<file path="src/rtl/arb_pkg.sv">
// rtl/arb_pkg.sv - shared FSM encoding and owner constants for the SRAM bus arbiter
package arb_pkg;

    typedef enum logic [1:0] {
        ST_IDLE = 2'd0,
        ST_ADDR = 2'd1,
        ST_DATA = 2'd2
    } arb_state_t;

    localparam logic OWN_INST = 1'b0;
    localparam logic OWN_DATA = 1'b1;

endpackage

</file>
<file path="src/rtl/sram_arb_pick.sv">
// rtl/sram_arb_pick.sv - picks fetch or data side from eligibility and last grant
module sram_arb_pick #(
    parameter int DATA_PRIO = 1
) (
    input  logic i_elig,
    input  logic d_elig,
    input  logic last_grant,
    output logic grant_valid,
    output logic grant_owner
);
    import arb_pkg::*;

    // Tie goes to data under fixed priority, otherwise to the side not served last.
    always_comb begin
        grant_valid = i_elig | d_elig;
        grant_owner = OWN_INST;
        if (i_elig && d_elig) begin
            if (DATA_PRIO != 0) begin
                grant_owner = OWN_DATA;
            end else begin
                grant_owner = (last_grant == OWN_INST) ? OWN_DATA : OWN_INST;
            end
        end else if (d_elig) begin
            grant_owner = OWN_DATA;
        end
    end

endmodule

</file>
<file path="src/rtl/sram_bus_arbiter.sv">
// rtl/sram_bus_arbiter.sv - shares one SRAM-like port between fetch and data sides
module sram_bus_arbiter #(
    parameter int ADDR_W    = 32,
    parameter int DATA_W    = 32,
    parameter int DATA_PRIO = 1
) (
    input  logic              clk,
    input  logic              rst,
    input  logic              i_req,
    input  logic [ADDR_W-1:0] i_addr,
    output logic [DATA_W-1:0] i_rdata,
    output logic              i_data_ok,
    input  logic              d_req,
    input  logic [3:0]        d_wen,
    input  logic [ADDR_W-1:0] d_addr,
    input  logic [DATA_W-1:0] d_wdata,
    output logic [DATA_W-1:0] d_rdata,
    output logic              d_data_ok,
    output logic              mem_req,
    output logic              mem_wr,
    output logic [3:0]        mem_wen,
    output logic [ADDR_W-1:0] mem_addr,
    output logic [DATA_W-1:0] mem_wdata,
    input  logic              mem_addr_ok,
    input  logic              mem_data_ok,
    input  logic [DATA_W-1:0] mem_rdata,
    output logic              stall
);
    import arb_pkg::*;

    arb_state_t state;
    arb_state_t state_next;
    logic       owner;
    logic       last_grant;
    logic       grant_valid;
    logic       grant_owner;
    logic       done;

    // A side whose completion pulse is showing this cycle is not eligible again yet.
    sram_arb_pick #(
        .DATA_PRIO (DATA_PRIO)
    ) u_pick (
        .i_elig      (i_req & ~i_data_ok),
        .d_elig      (d_req & ~d_data_ok),
        .last_grant  (last_grant),
        .grant_valid (grant_valid),
        .grant_owner (grant_owner)
    );

    assign mem_wr = |mem_wen;
    assign stall  = (i_req & ~i_data_ok) | (d_req & ~d_data_ok);

    // Next state and the transfer-complete strobe (addr+data together finishes from ADDR).
    always_comb begin
        state_next = state;
        done       = 1'b0;
        case (state)
            ST_IDLE: begin
                if (grant_valid) state_next = ST_ADDR;
            end
            ST_ADDR: begin
                if (mem_addr_ok) begin
                    if (mem_data_ok) begin
                        state_next = ST_IDLE;
                        done       = 1'b1;
                    end else begin
                        state_next = ST_DATA;
                    end
                end
            end
            ST_DATA: begin
                if (mem_data_ok) begin
                    state_next = ST_IDLE;
                    done       = 1'b1;
                end
            end
            default: state_next = ST_IDLE;
        endcase
    end

    // State register, captured request fields, and per-owner completion results.
    always_ff @(posedge clk or posedge rst) begin
        if (rst) begin
            state      <= ST_IDLE;
            owner      <= OWN_INST;
            last_grant <= OWN_INST;
            mem_req    <= 1'b0;
            mem_wen    <= '0;
            mem_addr   <= '0;
            mem_wdata  <= '0;
            i_rdata    <= '0;
            d_rdata    <= '0;
            i_data_ok  <= 1'b0;
            d_data_ok  <= 1'b0;
        end else begin
            state     <= state_next;
            i_data_ok <= done && (owner == OWN_INST);
            d_data_ok <= done && (owner == OWN_DATA);
            if (done && (mem_wen == 4'd0)) begin
                if (owner == OWN_DATA) d_rdata <= mem_rdata;
                else                   i_rdata <= mem_rdata;
            end
            case (state)
                ST_IDLE: begin
                    if (grant_valid) begin
                        owner      <= grant_owner;
                        last_grant <= grant_owner;
                        mem_req    <= 1'b1;
                        if (grant_owner == OWN_DATA) begin
                            mem_addr  <= d_addr;
                            mem_wen   <= d_wen;
                            mem_wdata <= d_wdata;
                        end else begin
                            mem_addr  <= i_addr;
                            mem_wen   <= 4'd0;
                            mem_wdata <= '0;
                        end
                    end
                end
                ST_ADDR: begin
                    if (mem_addr_ok) mem_req <= 1'b0;
                end
                default: begin
                end
            endcase
        end
    end

endmodule

</file>
<file path="config.mk">
export PLATFORM = sky130hd
export DESIGN_NAME = sram_bus_arbiter
export DESIGN_NICKNAME = d
export VERILOG_FILES = /design/src/rtl/arb_pkg.sv /design/src/rtl/sram_arb_pick.sv /design/src/rtl/sram_bus_arbiter.sv
export SDC_FILE = /design/constraint.sdc
export NUM_CORES = 1
export LEC_CHECK = 0
export BUFFER_PORTS_ARGS = -buffer_cell sky130_fd_sc_hd__buf_4
export CELL_PAD_IN_SITES_DETAIL_PLACEMENT = 0
export CELL_PAD_IN_SITES_GLOBAL_PLACEMENT = 2
export CORE_UTILIZATION = 25
export CTS_BUF_LIST = sky130_fd_sc_hd__clkbuf_8 sky130_fd_sc_hd__clkbuf_16
export CTS_CLUSTER_DIAMETER = 120
export DETAILED_ROUTE_END_ITERATION = 7
export PLACE_DENSITY_LB_ADDON = 0.08
export REMOVE_ABC_BUFFERS = 1
export SLEW_MARGIN = 0
export SYNTH_ARGS = -nofsm -noshare
export SYNTH_HDL_FRONTEND = slang
export SYNTH_SLANG_ARGS = --single-unit
</file>
<file path="constraint.sdc">
create_clock -name clk -period 4 [get_ports clk]
set_clock_uncertainty 0.1 [all_clocks]
set_input_delay 0 -clock clk [delete_from_list [all_inputs] [get_ports clk]]
set_output_delay 0 -clock clk [all_outputs]
set_load 0.01 [all_outputs]
</file>
==> results.sh, run 1 <==
export IMPL_path_max_fanout=21
export IMPL_switching_share=0.3146
export IMPL_first_iter_violations=54
export IMPL_antenna_left=0
export IMPL_rsz0062_at_grt="no"
export IMPL_die_area_um2=22460
export IMPL_drc=0
export IMPL_syn_inst=392
export IMPL_max_vdd_ir_drop_v=0.0002903
export IMPL_grt_usage=0.1470
export IMPL_synth_top_area_frac=0.6319
export IMPL_cp_start_kind="flop"
export IMPL_final_cell_count_no_fill=1091
export IMPL_dr_pass1_iters=4
export IMPL_cts_sinks=138
export IMPL_power_frac_comb=0.386
export IMPL_syn_to_final_growth_pct=79.95
export IMPL_finalHoldViolations=0
export IMPL_io_buffers=274
export IMPL_rows=53
export IMPL_fin_total_pwr_mw=6.756
export IMPL_yosysUniqueCellTypes=26
export IMPL_die_x_um=149.9
export IMPL_routedWlPerCell_um=14.94
export IMPL_cts_resized=0
export IMPL_antenna_found_initial=0
export IMPL_max_slew_margin=0.3802
export IMPL_synth_most_common_cell="dfrtp_1"
export IMPL_die_h_um=149.9
export IMPL_highest_layer="met4"
export IMPL_wl_met1_um=6646
export IMPL_dpl_hpwl_um=10890
export IMPL_cp_end_kind="flop"
export IMPL_p_per_area_nw_per_um2=687.0
export IMPL_drive_above_1_share=0.4632
export IMPL_tightest_slew_ps=929.7
export IMPL_switchingPower_mw=2.126
export IMPL_nets=944
export IMPL_grt_max_degree=102
export IMPL_clkPwrFrac=0.267
export IMPL_pre_cts_slack_ps=1634
export IMPL_gp_congestion=0.7136
export IMPL_holdWs_ps=30.50
export IMPL_yosys_area_top_type="dfrtp_1"
export IMPL_critPathArrivalTime_ps=2800
export IMPL_core_area_um2=21220
export IMPL_synth_edf_count=0
export IMPL_power_frac_seq=0.347
export IMPL_setup_tns_ps=0
export IMPL_async_reset_ff_frac=1.000
export IMPL_timing_final_crit_share=0.6516
export IMPL_max_clock_path_buffers=2
export IMPL_ys_flop_type="dfrtp_1"
export IMPL_vias=4596
export IMPL_outcome="completed"
export IMPL_yosys_warnings=0
export IMPL_grt_pass1_wl_um=25190
export IMPL_finalCriticalPeriod_ps=2606
export IMPL_numCtsBuffers=17
export IMPL_setup_violations_final=0
export IMPL_avgViaCountPerCell=4.213
export IMPL_diodes=0
export IMPL_drv_slew=0
export IMPL_totalWireLength_um=16300
export IMPL_cap_violations=0
export IMPL_syn_area_um2=5465
export IMPL_p_int_mw=4.630
export IMPL_cts_tree="done"
export IMPL_required_ps=4190
export IMPL_ys_seq_area_frac=0.6319
export IMPL_max_freq_ghz=0.3837
export IMPL_overflow=0
export IMPL_wl_met2_um=8387
export IMPL_pin_count=275
export IMPL_clock_latency_ps=410
export IMPL_grt_pass1_vias=4790
export IMPL_avgSynthCellArea_um2=13.94
export IMPL_p_leak_nw=4.946
export IMPL_cts_max_level=4
export IMPL_clkTransAtPathRegs_ps=60
export IMPL_place_inst=923
export IMPL_ys_ff_latch=138
export IMPL_fin_ws_ps=1394
export IMPL_path_class="reg2reg"
export IMPL_initial_utilization=0.2575
export IMPL_netlist_top_cells_area="dfrtp_1 63%, mux2_2 12%, mux2i_1 6.0%"
export IMPL_hold_class="in2reg"
export IMPL_netlist_top_cells_count="138 x dfrtp_1, 60 x mux2_2, 36 x a22o_1, 34 x nand2_1, 33 x mux2i_1"
export IMPL_route_met3_wl_um=1019
export IMPL_clockRootBuffer="clkbuf_16"
[path summary, 6_finish.rpt]
kind,from,end,slack (ps),cells past startpoint
min in group asynchronous,rst,mem_addr[2]$_DFFE_PP0P_,230,3
worst max-delay path,d_data_ok$_DFF_PP0_,state[1]$_DFFE_PP0P_,1390,6
worst min register to register,mem_addr[7]$_DFFE_PP0P_,mem_addr[7]$_DFFE_PP0P_,380,2
worst max register to register,d_data_ok$_DFF_PP0_,state[1]$_DFFE_PP0P_,1390,6
worst min-delay path,i_req,state[0]$_DFFE_PP0P_,30,4
max in group asynchronous,rst,i_rdata[25]$_DFFE_PP0P_,2630,4
[cells in the final DEF, fill, tap and decap left out, types with 2 or more instances in the layout]
| cell | Yosys | final |
|---|---|---|
| clkinv_4 | 0 | 3 |
| ha_1 | 3 | 3 |
| mux2i_1 | 33 | 33 |
| a21o_1 | 3 | 2 |
| mux2_1 | 4 | 4 |
| o21ai_0 | 32 | 32 |
| buf_4 | 0 | 280 |
| bufinv_16 | 0 | 6 |
| clkbuf_16 | 0 | 17 |
| inv_1 | 7 | 7 |
| dfrtp_1 | 138 | 138 |
| nor2_1 | 3 | 2 |
| nor3_4 | 2 | 2 |
| nand2_1 | 34 | 34 |
| a21oi_1 | 2 | 2 |
| nand3_1 | 2 | 2 |
| a22o_1 | 36 | 36 |
| dlygate4sd3_1 | 0 | 136 |
| mux2_2 | 60 | 60 |
| inv_6 | 0 | 4 |
[metal layers]
metal	global-route usage	vias up
met1	0.1695	2212
met4	0.05606	0
met5	0	-
li1	-	2228
met2	0.2590	142
met3	0.03872	14
[sequential cells by signal (all words and copies together) (netlist names)]
| register | flops |
|---|---|
| mem_wen | 4 |
| i_rdata | 32 |
| i_data_ok | 1 |
| owner | 1 |
| mem_req | 1 |
| d_data_ok | 1 |
| mem_wdata | 32 |
| d_rdata | 32 |
| state | 2 |
| mem_addr | 32 |
[cells by family after synthesis]
group,count (synthesis),share of synthesized area
AND/OR/NAND/NOR,46,0.04029
multiplexers,97,0.1923
flip-flops,138,0.6319
AO/OA/AOI/OAI,77,0.09890
buffers and inverters,31,0.02976
adder cells (fa/ha/maj),3,0.006869
[power by group through the flow]
stage	sequential [mW]	clock (mW)	combinational [mW]
after floorplan	2.62	0	0.886
after global placement	2.36	0	2.48
after detailed placement	2.36	0	2.53
after CTS	2.35	1.86	2.66
after global routing	2.43	1.92	2.84
final	2.34	1.81	2.61
[area by class of cell]
class                           count  area, um2
Clock inverter                     14      241.5
Clock buffer                       18      439.2
Timing Repair Buffer              416       3463
Fill cell                        1997      11390
Multi-Input combinational cell    223       1862
Sequential cell                   138       3453
Tap cell                          275      344.1
Inverter                            7      31.28
[worst max-delay path, stage by stage (launching register included)]
cell and delay [ps]:
dfrtp_1 340, nand2b_2 520, buf_4 440, nand3_1 190, mux2i_1 180, o311ai_0 140
dlygate4sd3_1 590
[stage by stage]
stage                     instance area [um2]  utilization
after floorplan                          5329            -
after global placement                   7792       0.3672
after detailed placement                 7792       0.3672
after global routing                     9834       0.4634
after CTS                                9834       0.4634
final                                    9834       0.4634
[what timing repair did]
action | 4_1_cts | 5_1_grt
hold endpoints to repair | 228 | 0
endpoints found under the setup margin | 0 | 0
hold buffers | 136 | 0
buffers inserted | 0 | 0
Power figures use the tool's default switching activity.
==> run 2, diff against run 1 <==
--- a/config.mk
+++ b/config.mk
@@ -5,6 +5,7 @@
 export SDC_FILE = /design/constraint.sdc
 export NUM_CORES = 1
 export LEC_CHECK = 0
+export ABC_AREA = 1
 export BUFFER_PORTS_ARGS = -buffer_cell sky130_fd_sc_hd__buf_4
 export CELL_PAD_IN_SITES_DETAIL_PLACEMENT = 0
 export CELL_PAD_IN_SITES_GLOBAL_PLACEMENT = 2
==> constraint.sdc (replaced) <==
create_clock -name clk -period 2.4 [get_ports clk]
set_clock_uncertainty 0.1 [all_clocks]
set_input_delay 0 -clock clk [delete_from_list [all_inputs] [get_ports clk]]
set_output_delay 0 -clock clk [all_outputs]
set_load 0.01 [all_outputs]
==> run 2 against run 1 <==
  * Cell area rose by 5.0%
  * Maximum frequency rose by 23%
  * Global-route usage rose by 2.7 points
  * Clock-buffer cell count did not move
  * Clock power rose by 49%
  * Via count rose by 32%
  * Critical path depth rose by 2
  * Non-clock buffer count rose by 12
  * Combinational power rose by 75%
  * Cell count rose by 33%
  * Sequential share of layout area fell by 1.7 points
==> results.sh, run 2 <==
export IMPL_setup_violations_final=0
export IMPL_numCtsBuffers=17
export IMPL_max_slew_margin=0.6149
export IMPL_finalCriticalPeriod_ps=2121
export IMPL_first_iter_violations=279
export IMPL_finalHoldViolations=0
export IMPL_tightest_slew_ps=577.7
export IMPL_ys_seq_area_frac=0.5764
export IMPL_drv_slew=0
export IMPL_drc=0
export IMPL_grtUsageMet1=0.2250
export IMPL_antenna_found_initial=0
export IMPL_p_leak_nw=5.623
export IMPL_stdcell_area_um2=10320
export IMPL_grt_usage=0.1743
export IMPL_hold_class="in2async"
export IMPL_avgViaCountPerCell=4.163
export IMPL_syn_to_final_growth_pct=72.35
export IMPL_p_per_area_nw_per_um2=1074
export IMPL_die_x_um=156.8
export IMPL_pin_count=275
export IMPL_grt_max_degree=66
export IMPL_totalWireLength_um=20870
export IMPL_utilization=0.4399
export IMPL_vias=6061
export IMPL_cts_tree="done"
export IMPL_setup_tns_ps=0
export IMPL_yosysUniqueCellTypes=21
export IMPL_clock_latency_ps=420
export IMPL_diodes=0
export IMPL_syn_inst=719
export IMPL_synth_edf_count=0
export IMPL_fin_total_pwr_mw=11.09
export IMPL_synth_top_area_frac=0.5764
export IMPL_grt_pass1_vias=6168
export IMPL_cap_violations=0
export IMPL_cp_start_kind="flop"
export IMPL_cts_setup_buffers=0
export IMPL_rows=56
export IMPL_clkTransAtPathRegs_ps=70
export IMPL_async_reset_ff_frac=1.000
export IMPL_outcome="completed"
export IMPL_dpl_hpwl_um=13920
export IMPL_path_class="reg2reg"
export IMPL_postPlaceCellArea_um2=8366
export IMPL_io_buffers=274
export IMPL_grt_util_met3=0.05372
export IMPL_cp_end_kind="flop"
export IMPL_nets=1265
export IMPL_core_area_um2=23470
export IMPL_avgSynthCellArea_um2=8.332
export IMPL_routedWlPerCell_um=14.33
export IMPL_clockRootBuffer="clkbuf_16"
export IMPL_reg2reg_depth=8
export IMPL_layout_commonest_cell="nand2_1"
export IMPL_regArea_um2=3453
export IMPL_netlist_top_cells_area="dfrtp_1 58%, nand2_1 21%, o21ai_0 8.2%"
export IMPL_netlist_top_cells_count="334 x nand2_1, 138 x dfrtp_1, 98 x o21ai_0, 47 x inv_1, 35 x nand3_1"
export IMPL_use_met2=0.2806
export IMPL_max_clock_path_buffers=2
export IMPL_yosys_warnings=0
export IMPL_die_area_um2=24590
export IMPL_multiInputGateArea_um2=2107
export IMPL_max_freq_ghz=0.4715
export IMPL_drive_above_1_share=0.2982
export IMPL_fillers=2413
export IMPL_ys_ff_latch=138
export IMPL_antenna_left=0
export IMPL_gp_congestion=0.6953
export IMPL_cts_resized=0
export IMPL_max_vdd_ir_drop_v=0.0004935
export IMPL_critPathArrivalTime_ps=2330
export IMPL_cts_sinks=138
export IMPL_syn_area_um2=5991
export IMPL_initial_utilization=0.2552
export IMPL_pre_cts_slack_ps=398.6
export IMPL_timing_final_crit_share=0.8836
export IMPL_dr_pass1_iters=5
export IMPL_grt_pass1_wl_um=33000
export IMPL_most_common_layout_cells="333 x nand2_1, 290 x buf_4, 138 x dfrtp_1"
export IMPL_fin_ws_ps=279.3
export IMPL_overflow=0
export IMPL_yosys_area_top_type="dfrtp_1"
export IMPL_cts_max_level=4
export IMPL_path_max_fanout=33
export IMPL_die_h_um=156.8
export IMPL_required_ps=2610
export IMPL_rsz0062_at_grt="no"
export IMPL_top_usage_layer="met2"
export IMPL_synth_most_common_cell="nand2_1"
export IMPL_ys_flop_type="dfrtp_1"
-- run 2: cell count changes after synthesis, moves of 3 or more --
cell	change
o21ai_0	+66
mux2_2	-60
nand2_1	+300
nand3_1	+33
inv_1	+40
nand2_4	+3
buf_2	+10
mux2_1	-4
a22o_1	-36
a21o_1	-3
o21ai_1	+5
nand3_2	+3
buf_4	+4
mux2i_1	-33
-- run 2: cell type report --
cell class,count,area share
inverter,49,0.01830
clock inverter,14,0.01539
sequential,138,0.3345
clock buffer,18,0.04254
timing repair buffer,428,0.3466
tap,319,0.03866
multi-input combinational,490,0.2041
-- run 2: repair_timing --
| action | in CTS | in global routing |
|---|---|---|
| endpoints found under the hold margin | 189 | 0 |
| endpoints found under the setup margin | 0 | 0 |
| hold buffers | 136 | 0 |
-- run 2: per-layer routing --
layer	part of all wire	up-vias
met1	0.46	2820
met3	0.076	12
met5	0	-
met4	0.0090	0
met2	0.46	188
li1	-	3041
-- run 2: logic make-up after synthesis --
logic type                 share of synthesized area
and+or+nand+nor                               0.2590
buffers and inverters                        0.07226
AOI/OAI and AO/OA                            0.08605
adders and majority gates                   0.006266
DFF                                           0.5764
-- run 2: metrics by stage --
stage | hold WS [ps] | std cells
after floorplan | 17.19 | 677
after global routing | 148.5 | 1456
after CTS | 93.40 | 1456
after global placement | 8.488 | 1288
after detailed placement | 9.260 | 1288
final | 77.09 | 1456
-- run 2: worst paths after layout --
| check | slack [ps] | end | startpoint |
|---|---|---|---|
| max | 280 | mem_addr[12]$_DFFE_PP0P_ | d_data_ok$_DFF_PP0_ |
| min | 80 | mem_wdata[31]$_DFFE_PP0P_ | rst |
| max reg2reg | 280 | mem_addr[12]$_DFFE_PP0P_ | d_data_ok$_DFF_PP0_ |
| min reg2reg | 380 | mem_addr[7]$_DFFE_PP0P_ | mem_addr[7]$_DFFE_PP0P_ |
| max in group asynchronous | 1410 | i_rdata[26]$_DFFE_PP0P_ | rst |
| min in group clk | 110 | state[0]$_DFFE_PP0P_ | d_req |
-- run 2: worst max-delay path, stage by stage, from the launching register on --
cell and delay [ps]:
dfrtp_1 400, inv_2 290, nand2_4 90, buf_4 270, nand2_1 100, nand2_1 60
dlygate4sd3_1 570, nand2_1 80, nand2_1 50
-- run 2: power by group --
| group | switching, mW | total, mW | internal, mW |
|---|---|---|---|
| clock | 1.11 | 2.69 | 1.58 |
| sequential | 0.537 | 3.85 | 3.31 |
| combinational | 2.46 | 4.56 | 2.10 |
| total | 4.10 | 11.1 | 7.00 |
==> run 3, diff against run 2 <==
--- a/config.mk
+++ b/config.mk
@@ -13,6 +13,7 @@
 export CTS_BUF_LIST = sky130_fd_sc_hd__clkbuf_8 sky130_fd_sc_hd__clkbuf_16
 export CTS_CLUSTER_DIAMETER = 120
 export DETAILED_ROUTE_END_ITERATION = 7
+export MAX_ROUTING_LAYER = met4
 export PLACE_DENSITY_LB_ADDON = 0.08
 export REMOVE_ABC_BUFFERS = 1
 export SLEW_MARGIN = 0
==> run 3 against run 2 <==
  * Register-to-register slack about the same
  * Maximum frequency about the same
  * Clock-buffer cell count unchanged
  * Sequential power about the same
  * Total power about the same
  * Global-route usage increased by 0.54 points
  * Setup slack about the same
  * Worst hold slack got worse by 0.62 ps
  * Die area unchanged
  * Via count increased by 0.41%
  * Core utilization unchanged
  * Highest routed layer unchanged
==> results.sh, run 3 (synthesized netlist as in run 2, its figures left out) <==
export IMPL_routedWlPerCell_um=14.35
export IMPL_max_stage_delay_ps=570
export IMPL_numCtsBuffers=17
export IMPL_max_slew_margin=0.6161
export IMPL_syn_to_final_growth_pct=72.35
export IMPL_core_area_um2=23470
export IMPL_crit_buf_inv=3
export IMPL_antenna_found_initial=0
export IMPL_p_leak_nw=5.623
export IMPL_switching_share=0.3693
export IMPL_dpl_hpwl_um=13920
export IMPL_initial_utilization=0.2552
export IMPL_grt_max_degree=66
export IMPL_path_max_fanout=33
export IMPL_outcome="completed"
export IMPL_power_frac_seq=0.347
export IMPL_place_inst=1288
export IMPL_cap_violations=0
export IMPL_final_cell_count_no_fill=1456
export IMPL_multiInputGateArea_um2=2107
export IMPL_slowest_stage="dlygate4sd3_1"
export IMPL_crit_chain="inv_2, nand2_4, buf_4, nand2_1, nand2_1, dlygate4sd3_1, nand2_1, nand2_1"
export IMPL_diodes=0
export IMPL_avgViaCountPerCell=4.180
export IMPL_grt_pass1_vias=6180
export IMPL_max_clock_path_buffers=2
export IMPL_gp_congestion=0.7029
export IMPL_critPathArrivalTime_ps=2330
export IMPL_r2r_slack_ps=280
export IMPL_drive_above_1_share=0.2982
export IMPL_overflow=0
export IMPL_finalHoldViolations=0
export IMPL_pre_cts_slack_ps=398.6
export IMPL_die_h_um=156.8
export IMPL_dr_pass1_iters=4
export IMPL_die_x_um=156.8
export IMPL_cp_start_kind="flop"
export IMPL_clockRootBuffer="clkbuf_16"
export IMPL_first_iter_violations=289
export IMPL_tightest_slew_ps=575.9
export IMPL_p_per_area_nw_per_um2=1074
export IMPL_drc=0
export IMPL_rsz0062_at_grt="no"
export IMPL_path_class="reg2reg"
export IMPL_fin_total_pwr_mw=11.09
export IMPL_io_buffers=274
export IMPL_vias=6086
export IMPL_cts_resized=0
export IMPL_totalWireLength_um=20890
export IMPL_drv_slew=0
export IMPL_p_int_mw=6.995
export IMPL_cp_top_family="buffers and inverters"
export IMPL_nets=1265
export IMPL_regArea_um2=3453
export IMPL_clkTransAtPathRegs_ps=70
export IMPL_max_freq_ghz=0.4715
export IMPL_grt_usage=0.1797
export IMPL_cts_tree="done"
export IMPL_clock_latency_ps=420
export IMPL_setup_violations_final=0
export IMPL_utilization=0.4399
export IMPL_most_common_layout_cells="333 x nand2_1, 290 x buf_4, 138 x dfrtp_1"
export IMPL_antenna_left=0
export IMPL_power_frac_comb=0.410
export IMPL_clkPwrFrac=0.242
export IMPL_cts_sinks=138
export IMPL_hold_class="in2async"
export IMPL_switchingPower_mw=4.096
export IMPL_required_ps=2610
export IMPL_pin_count=275
export IMPL_finalCriticalPeriod_ps=2121
export IMPL_max_vdd_ir_drop_v=0.0004947
export IMPL_crit_top_cell="nand2_1"
export IMPL_fillers=2413
export IMPL_rows=56
export IMPL_cp_end_kind="flop"
export IMPL_timing_final_crit_share=0.8836
export IMPL_die_area_um2=24590
export IMPL_cts_max_level=4
export IMPL_fin_ws_ps=279.3
export IMPL_layout_commonest_cell="nand2_1"
export IMPL_grt_pass1_wl_um=32980
==> run 3: cell counts in the layout (fill, tap and decap cells not counted) <==
Identical to the previous run, type by type.
==> run 3: cell type report <==
type                    count  share of cell area
repair buffers            428              0.3466
flip-flops and latches    138              0.3345
multi-input cells         490              0.2041
clock buffers              18             0.04254
well taps                 319             0.03866
inverters                  49             0.01830
clock inverters            14             0.01539
==> run 3: layer usage <==
metal,GRT usage,up-vias,share of wire
li1,-,3044,-
met1,0.2290,2829,0.46
met2,0.2813,201,0.46
met3,0.04736,12,0.071
met4,0.04669,0,0.0090
met5,-,-,0
==> run 3: what timing repair did <==
action                    4_1_cts  5_1_grt
hold endpoints to repair      189        0
hold buffers                  136        0
setup buffers                   0        0
==> run 3: worst paths after layout <==
kind / from / to / cells after the start
worst max-delay path: d_data_ok$_DFF_PP0_ / mem_addr[12]$_DFFE_PP0P_ / 8
worst min-delay path: rst / mem_wdata[31]$_DFFE_PP0P_ / 3
worst max register to register: d_data_ok$_DFF_PP0_ / mem_addr[12]$_DFFE_PP0P_ / 8
worst min register to register: mem_addr[7]$_DFFE_PP0P_ / mem_addr[7]$_DFFE_PP0P_ / 2
max in group asynchronous: rst / i_rdata[26]$_DFFE_PP0P_ / 4
min in group clk: d_req / state[0]$_DFFE_PP0P_ / 5
==> run 3: through the flow <==
step | TNS [ps] | hold slack (ps) | instance area [um2]
2_1_floorplan | -192670 | 17.19 | 5742
3_3_place_gp | 0 | 8.488 | 8366
3_5_place_dp | 0 | 9.260 | 8366
4_1_cts | 0 | 93.40 | 10320
5_1_grt | 0 | 148.5 | 10320
6_report | 0 | 76.47 | 10320
==> run 3: worst reg2reg max path, delay by kind of cell (launching register included) <==
family,cells,cell delay (ps)
buf+inv,3,1130
flops,1,400
simple gates,5,400
==> run 3: power groups by stage <==
stage / Combinational, mW / Clock (mW) / Sequential [mW]
2_1_floorplan: 1.41 / 0 / 4.28
3_3_place_gp: 4.44 / 0 / 3.88
3_5_place_dp: 4.44 / 0 / 3.87
4_1_cts: 4.66 / 2.78 / 3.86
5_1_grt: 5.10 / 2.88 / 3.98
6_report: 4.55 / 2.69 / 3.85
